$ cat config.mk
export PLATFORM = sky130hd
export DESIGN_NAME = pito_prog_loader
export DESIGN_NICKNAME = d
export VERILOG_FILES = /design/src/rtl/rv32_pkg.sv /design/src/rtl/pito_prog_loader.sv
export SDC_FILE = /design/constraint.sdc
export NUM_CORES = 1
export LEC_CHECK = 0
export ABC_CLOCK_PERIOD_IN_PS = 2680
export CORE_MARGIN = 2
export CORE_UTILIZATION = 45
export DETAILED_ROUTE_END_ITERATION = 6
export GPL_TIMING_DRIVEN = 0
export PLACE_DENSITY = 0.88
export SYNTH_ARGS = -nofsm -noshare
export SYNTH_HDL_FRONTEND = slang
export SYNTH_SLANG_ARGS = --single-unit
$ cat constraint.sdc
create_clock -name rv32_io_clk -period 2.68 [get_ports rv32_io_clk]
set_input_delay 0.67 -clock rv32_io_clk [delete_from_list [all_inputs] [get_ports rv32_io_clk]]
set_output_delay 0.67 -clock rv32_io_clk [all_outputs]
set_load 0.05 [all_outputs]
$ cat src/rtl/rv32_pkg.sv
// Shared rv32 definitions: instruction word type, loader state encoding
// and the instruction-memory address width helper.
package rv32_pkg;

  // Default instruction memory depth in 32-bit words.
  localparam int IMEM_DEPTH_DEF = 1024;

  // One RV32 instruction word.
  typedef logic [31:0] rv32_instr_t;

  // Program loader sequencing states.
  typedef enum logic [2:0] {
    ST_IDLE,
    ST_LOAD,
    ST_DRAIN,
    ST_HOLD,
    ST_RUN
  } ldr_state_t;

  // Word-address width for an imem of the given depth (at least one bit).
  function automatic int imem_aw(input int depth);
    return (depth > 1) ? $clog2(depth) : 1;
  endfunction

  localparam int IMEM_AW = imem_aw(IMEM_DEPTH_DEF);

endpackage

$ cat src/rtl/pito_prog_loader.sv
// Streams a program into the pito core instruction memory, then holds the
// core in reset for a few cycles and releases it to run the new image.
module pito_prog_loader
  import rv32_pkg::*;
#(
  parameter int IMEM_DEPTH = IMEM_DEPTH_DEF,
  parameter int RST_HOLD   = 4
) (
  input  logic                          rv32_io_clk,
  input  logic                          rv32_io_rst_n,
  input  logic                          start,
  input  logic                          abort,
  input  logic [imem_aw(IMEM_DEPTH):0]  prog_len,
  input  logic                          s_valid,
  input  rv32_instr_t                   s_data,
  output logic                          s_ready,
  output logic                          imem_w_en,
  output logic [imem_aw(IMEM_DEPTH)-1:0] imem_addr,
  output rv32_instr_t                   imem_data,
  output logic                          pito_program,
  output logic                          core_rst_n,
  output logic                          done,
  output logic                          len_err
);

  localparam int AW = imem_aw(IMEM_DEPTH);
  // Length / accept counter is one bit wider so a full-depth load is
  // counted without the address ever wrapping.
  localparam int LW = AW + 1;
  localparam int HW = (RST_HOLD > 1) ? $clog2(RST_HOLD) : 1;

  ldr_state_t      state, state_d;
  logic [LW-1:0]   cnt, cnt_d;
  logic [LW-1:0]   len_q, len_d;
  logic [HW-1:0]   hold_cnt, hold_d;
  logic            len_err_d;
  logic            accept;
  logic            start_ok;

  // Next-state, counter and status decode for the load sequencer.
  always_comb begin
    // NOTE: every signal gets a default first so no path can infer a latch.
    state_d   = state;
    cnt_d     = cnt;
    len_d     = len_q;
    hold_d    = hold_cnt;
    len_err_d = len_err;

    s_ready      = (state == ST_LOAD);
    pito_program = (state == ST_LOAD) || (state == ST_DRAIN);
    core_rst_n   = (state == ST_RUN);
    done         = (state == ST_RUN);

    // An abort in the same cycle as a handshake drops the word.
    accept   = s_valid && s_ready && !abort;
    start_ok = (prog_len != '0) && (prog_len <= LW'(IMEM_DEPTH));

    if (abort) begin
      state_d = ST_IDLE;
    end else begin
      unique case (state)
        ST_IDLE, ST_RUN: begin
          if (start) begin
            if (start_ok) begin
              state_d   = ST_LOAD;
              cnt_d     = '0;
              len_d     = prog_len;
              len_err_d = 1'b0;
            end else begin
              len_err_d = 1'b1;
            end
          end
        end
        ST_LOAD: begin
          if (accept) begin
            cnt_d = cnt + LW'(1);
            if (cnt == len_q - LW'(1)) state_d = ST_DRAIN;
          end
        end
        ST_DRAIN: begin
          if (RST_HOLD == 0) begin
            state_d = ST_RUN;
          end else begin
            state_d = ST_HOLD;
            hold_d  = HW'(RST_HOLD - 1);
          end
        end
        ST_HOLD: begin
          if (hold_cnt == '0) state_d = ST_RUN;
          else                hold_d  = hold_cnt - HW'(1);
        end
        default: state_d = ST_IDLE;
      endcase
    end
  end

  // Sequencer state, counters and sticky length error.
  always_ff @(posedge rv32_io_clk or negedge rv32_io_rst_n) begin
    if (!rv32_io_rst_n) begin
      state    <= ST_IDLE;
      cnt      <= '0;
      len_q    <= '0;
      hold_cnt <= '0;
      len_err  <= 1'b0;
    end else begin
      // NOTE: state is updated with non-blocking assignments so every
      // register samples the pre-edge values regardless of statement order.
      state    <= state_d;
      cnt      <= cnt_d;
      len_q    <= len_d;
      hold_cnt <= hold_d;
      len_err  <= len_err_d;
    end
  end

  // Registered imem write port: an accepted word is written one cycle later.
  always_ff @(posedge rv32_io_clk or negedge rv32_io_rst_n) begin
    if (!rv32_io_rst_n) begin
      imem_w_en <= 1'b0;
      imem_addr <= '0;
      imem_data <= '0;
    end else begin
      imem_w_en <= accept;
      if (accept) begin
        imem_addr <= cnt[AW-1:0];
        imem_data <= s_data;
      end
    end
  end

endmodule

; ---- After elaboration in Yosys (flattened, before gate mapping)
; Index checks and enable logic that the tools add are counted.
[word_totals]
regBits = 71
output_inout_bits = 48
in_bits = 48
[classes]
n_addsub = 3
reduce_logical = 16
mux = 14
n_bitwise = 1
eq_ne = 14
n_lt_le_gt_ge = 1
[op_table]
columns = op, n
row1 = 11-bit two-way mux, 3
row2 = 11-bit case mux with 2 select lines, 1
row3 = 3-bit two-way mux, 6
row4 = 3-bit case mux with 4 select lines, 1
row5 = 11-bit by 1-bit adder with 11-bit output (second input constant), 1
row6 = 11-bit == test, 1
row7 = 11-bit less-or-equal comparator (second input constant), 1
row8 = 11-bit nonzero test, 1
row9 = 11-bit by 1-bit subtractor with 11-bit output (second input constant), 1
row10 = 5-bit AND reduction, 2
row11 = 3-bit inequality test (second input constant), 3
row12 = 3-bit by 2-bit == test with 1-bit output (second input constant), 2
row13 = 2-bit inequality test (second input constant), 3
row14 = 3-bit by 2-bit inequality test with 1-bit output (second input constant), 2
row15 = 3-bit AND reduction, 2
row16 = 2-bit case mux with 2 select lines, 1
row17 = 4-bit AND reduction, 1
row18 = 2-bit nonzero test, 2
row19 = 3-bit by 1-bit == test with 1-bit output (second input constant), 1
row20 = 3-bit == test (second input constant), 1
row21 = 1-bit logical AND, 3
row22 = 3-bit zero test, 1
row23 = 2-bit zero test, 1
row24 = 2-bit two-way mux, 1
row25 = 7 further kinds, 7

; ---- Longest topological paths before layout
[logic_depth]
ltp_word = 6
depth_mapped = 8
depth_no_buf = 8

; ---- Worst setup path after synthesis
; Ideal clock, no wire load.
[synth_path]
kind = register -> register
from = register state[1]
to = register state[0]
setup_time_ps = 136
t_required_ps = 2544
period_less_slack_ps = 2744
path_stages_with_launch = 8
path_slack_ps = -64
t_arrival_ps = 2608
n_path_buf = 1
path_cell_list = dfrtp_1 buf_2 nand2b_1 nor2_1 nand3b_1 or4_1 nor4_2 o22ai_1
[synth_between]
elab_chain_len = 5
[synth_lines]
columns = item, line
row1 = from (decl), pito_prog_loader.sv:32  ; ldr_state_t state, state_d;
row2 = from (signal assigned), pito_prog_loader.sv:108  ; state <= state_d;
row3 = 3-bit by 1-bit == test with 1-bit output (*), pito_prog_loader.sv:49  ; s_ready = (state == ST_LOAD);
row4 = named net s_ready, pito_prog_loader.sv:16  ; output logic s_ready,
row5 = 1-bit logical AND (2 in series), pito_prog_loader.sv:55  ; accept = s_valid && s_ready && !abort;
row6 = 3-bit by 2-bit inequality test with 1-bit output (no source line), n/a
row7 = 5-bit AND reduction (no source line), n/a
; Mark *: on every way through the listed nets, which the timed path passes. The rest lies on a longest branch.
; A chain may end at the register's enable or synchronous reset.

; ---- Final worst setup path
[layout_path]
from = input port prog_len[1]
to = register cnt[4]
[layout_between]
elab_chain_len = 4
[layout_lines]
columns = item, line
row1 = from (decl), pito_prog_loader.sv:13  ; input logic [imem_aw(IMEM_DEPTH):0] prog_len,
row2 = 11-bit less-or-equal comparator / 11-bit nonzero test (equally long branches), pito_prog_loader.sv:56  ; start_ok = (prog_len != '0) && (prog_len <= LW'(IMEM_DEPTH));
row3 = 1-bit logical AND (*), pito_prog_loader.sv:56
row4 = 2-bit inequality test (no source line) (*), n/a
row5 = 5-bit AND reduction (no source line) (*), n/a
row6 = to (signal assigned), pito_prog_loader.sv:109  ; cnt <= cnt_d;
row7 = to (decl), pito_prog_loader.sv:33  ; logic [LW-1:0] cnt, cnt_d;
; Mark *: on every way between the ends. The rest lies on a longest branch, timed or not.

==> impl_metrics.tcl <==
set metrics [dict create \
    cts.sinks 71 \
    viasPerCell 5.11 \
    ys_top_cells_by_count "nand2_1, dfrtp_1, o21ai_0" \
    fin_hold_ws_ps 443 \
    yosys.cell_count.top_type "nand2_1" \
    ys_seq_area_frac 0.536 \
    root_buffer "clkbuf_8" \
    synth-main-ff-cell "dfrtp_1" \
    io_buffers 95 \
    synth_compound_area_frac 0.0944 \
    io_pins 96 \
    dpl_worst_slack_ps -488 \
    muxShareOfSynthArea 0.0204 \
    cap_violations 0 \
    p_leak_nw 2.13 \
    grt_pass1_vias 2980 \
    setup-tns-final_ps 0 \
    avgSynthCellArea_um2 8.86 \
    clk_pin_slew_ps 80 \
    area_delta_synth_final_pct 40.3 \
    slew_headroom 0.408 \
    netlist_top_cells_area "dfrtp_1, nand2_1, o21ai_0, a21oi_1, mux2_2" \
    grt_pass1_wl_um 13400 \
    first_iter_violations 180 \
    cts_tree "done" \
    slowest_stage "or4_1" \
    grt_use_total 0.204 \
    setup_viol 0 \
    post-cts-setup-buffer-count 0 \
    ir_drop_mv 0.577 \
    core_um2 7180 \
    startpoint_type "input port" \
    hold_viol_final 0 \
    yosysWarningCount 0 \
    fillCellCount 580 \
    place_hpwl_um 5840 \
    required_ps 2970 \
    drc 0 \
    place_area_um2 4390 \
    synth_top_family_by_area "simple AND/OR/NAND/NOR gates" \
    endpoint_kind "register" \
    synth_cell_type_count 48 \
    wl_per_cell_um 14.2 \
    n_antenna_cell 0 \
    yosysTopAreaCellShare 0.536 \
    cp_max_fo 7 \
    final_core_util 0.648 \
    rsz0062_at_grt "yes" \
    ctsHoldBuffers 0 \
    layoutNonFillerInstCount 583 \
    final_cell_area_um2 4650 \
    place_congestion 0.883 \
    synth-simple-area-share 0.273 \
    yosysTopAreaCell "dfrtp_1" \
    row_count 31 \
    clock_latency_ps 350 \
    drt-pass1-iter-count 4 \
    synth_fa_ha_area_frac 0.0113 \
    path_cells "clkdlybuf4s50_1 > nor4_2 > nand3_2 > xor2_4 > and2_0 > clkbuf_2 > or4_1 > nand2_1" \
    crit_type "input port to register" \
    timing.fmax_mhz 381 \
    dp_cells 568 \
    drv_slew 0 \
    synthArstFlopShare 1.00 \
    worst_slew_pin_slew_ps 888 \
    status "complete, no violations" \
    grt_max_degree 72 \
    synthesis.area_um2 3310 \
    fin_crit_ps 2620 \
    cp_slowest_stage_delay_ps 520 \
    syn_nets 425 \
    cts_made_buffers 9 \
    power_mw 3.66 \
    ant_nets 0 \
    dieArea_um2 8070 \
    hold_class "input port to asynchronous set/reset pin" \
    synth_seq_cells 71 \
    finalWirelength_um 8300 \
    synth_edf_count 0 \
    drive_gt1_frac 0.0909 \
    synth_xor_area_frac 0.0317 \
    synth_cells 374 \
    fin_nets 530 \
    worst_slack_ps 57.2 \
    start_util 0.462 \
    htree_levels 3 \
    clockBufferDepth 2 \
    antenna_found_initial 0 \
    powerDensity_nw_per_um2 786 \
    overflow 0 \
    vias 2982 \
    die_x_um 89.8 \
    crit_arrival_ps 2910 \
    die_h_um 89.8 \
    fin_crit_sh 0.979 \
    clock_skew_ps 11.5 \
]
-- layer usage --
layer,GRT usage,vias to the layer above,wire length [µm]
met5,0,-,0
met4,0.0872,0,178
met3,0.0436,16,442
met2,0.355,85,4260
met1,0.245,1428,3420
li1,-,1453,-
-- critical path, delay by kind of cell --
family                    cells  cell delay, ps
xor gates and xnor gates      1             260
buffers and inverters         2             620
and+or+nand+nor               5            1360
-- cell usage in the layout, fill, tap and decap left out, types with 2 or more instances in the layout --
master / Yosys / routed
nand3_1: 5 / 4
nor4_1: 3 / 2
xnor2_1: 7 / 7
nor2_1: 12 / 11
clkdlybuf4s50_1: 0 / 90
o211ai_1: 4 / 4
clkbuf_2: 0 / 3
clkbuf_8: 0 / 10
nand2_1: 146 / 146
clkinvlp_4: 0 / 2
nor4_2: 1 / 2
dlygate4sd2_1: 0 / 2
a21oi_1: 14 / 14
nand2b_1: 6 / 6
bufinv_16: 0 / 2
a31oi_1: 4 / 4
o21ai_0: 15 / 15
dfrtp_1: 71 / 71
nand4_1: 3 / 3
clkbuf_1: 13 / 10
nor2b_1: 3 / 3
inv_1: 10 / 10
buf_2: 2 / 2
or4_1: 6 / 6
or3_1: 4 / 4
o31ai_1: 3 / 3
mux2_2: 6 / 6
nand3b_1: 2 / 2
ha_1: 3 / 3
xor2_1: 5 / 4
buf_4: 1 / 3
o311ai_0: 2 / 2
nor3_1: 2 / 2
-- registers in the layout (all words and copies together) (netlist names) --
register	cells
hold_cnt	2
imem_w_en	1
len_q	11
len_err	1
imem_data	32
state	3
imem_addr	10
cnt	11
-- kinds of logic after synthesis --
logic type      after synthesis
mux                           6
compound gates               51
fa+ha+maj                     3
buf+inv                      28
simple gates                203
xor+xnor                     12
flops                        71
-- repair_timing --
action	CTS	global route
pin swaps	0	1
resized for setup	7	10
setup endpoints to repair	16	22
-- power breakdown --
part | switching (mW) | internal [mW] | leakage [nW] | total, mW
Combinational | 0.827 | 0.456 | 1.10 | 1.28
Sequential | 0.136 | 1.25 | 0.924 | 1.39
Clock | 0.427 | 0.554 | 0.109 | 0.981
-- final timing paths --
kind                                          start                       end  slack, ps  cells past startpoint
max in group asynchronous             rv32_io_rst_n        cnt[1]$_DFFE_PN0P_       1660                      1
setup reg to reg               len_q[3]$_DFFE_PN0P_      state[0]$_DFFE_PN0P_        130                      5
hold / removal                        rv32_io_rst_n      len_q[9]$_DFFE_PN0P_        440                      1
min in group rv32_io_clk   imem_data[1]$_DFFE_PN0P_  imem_data[1]$_DFFE_PN0P_        480                      2
setup / recovery                        prog_len[1]        cnt[4]$_DFFE_PN0P_         60                      8
hold reg to reg            imem_data[1]$_DFFE_PN0P_  imem_data[1]$_DFFE_PN0P_        480                      2
-- cell type report --
| type | instances | area, µm² | area share |
|---|---|---|---|
| Inverter | 11 | 41.3 | 0.00888 |
| Buffer | 16 | 68.8 | 0.0148 |
| Clock inverter | 6 | 92.6 | 0.0199 |
| Timing Repair Buffer | 95 | 938 | 0.202 |
| Multi-Input combinational cell | 275 | 1470 | 0.316 |
| Tap cell | 99 | 124 | 0.0266 |
| Sequential cell | 71 | 1780 | 0.382 |
| Clock buffer | 10 | 138 | 0.0296 |
No activity file was read; power rests on OpenSTA's default activity.
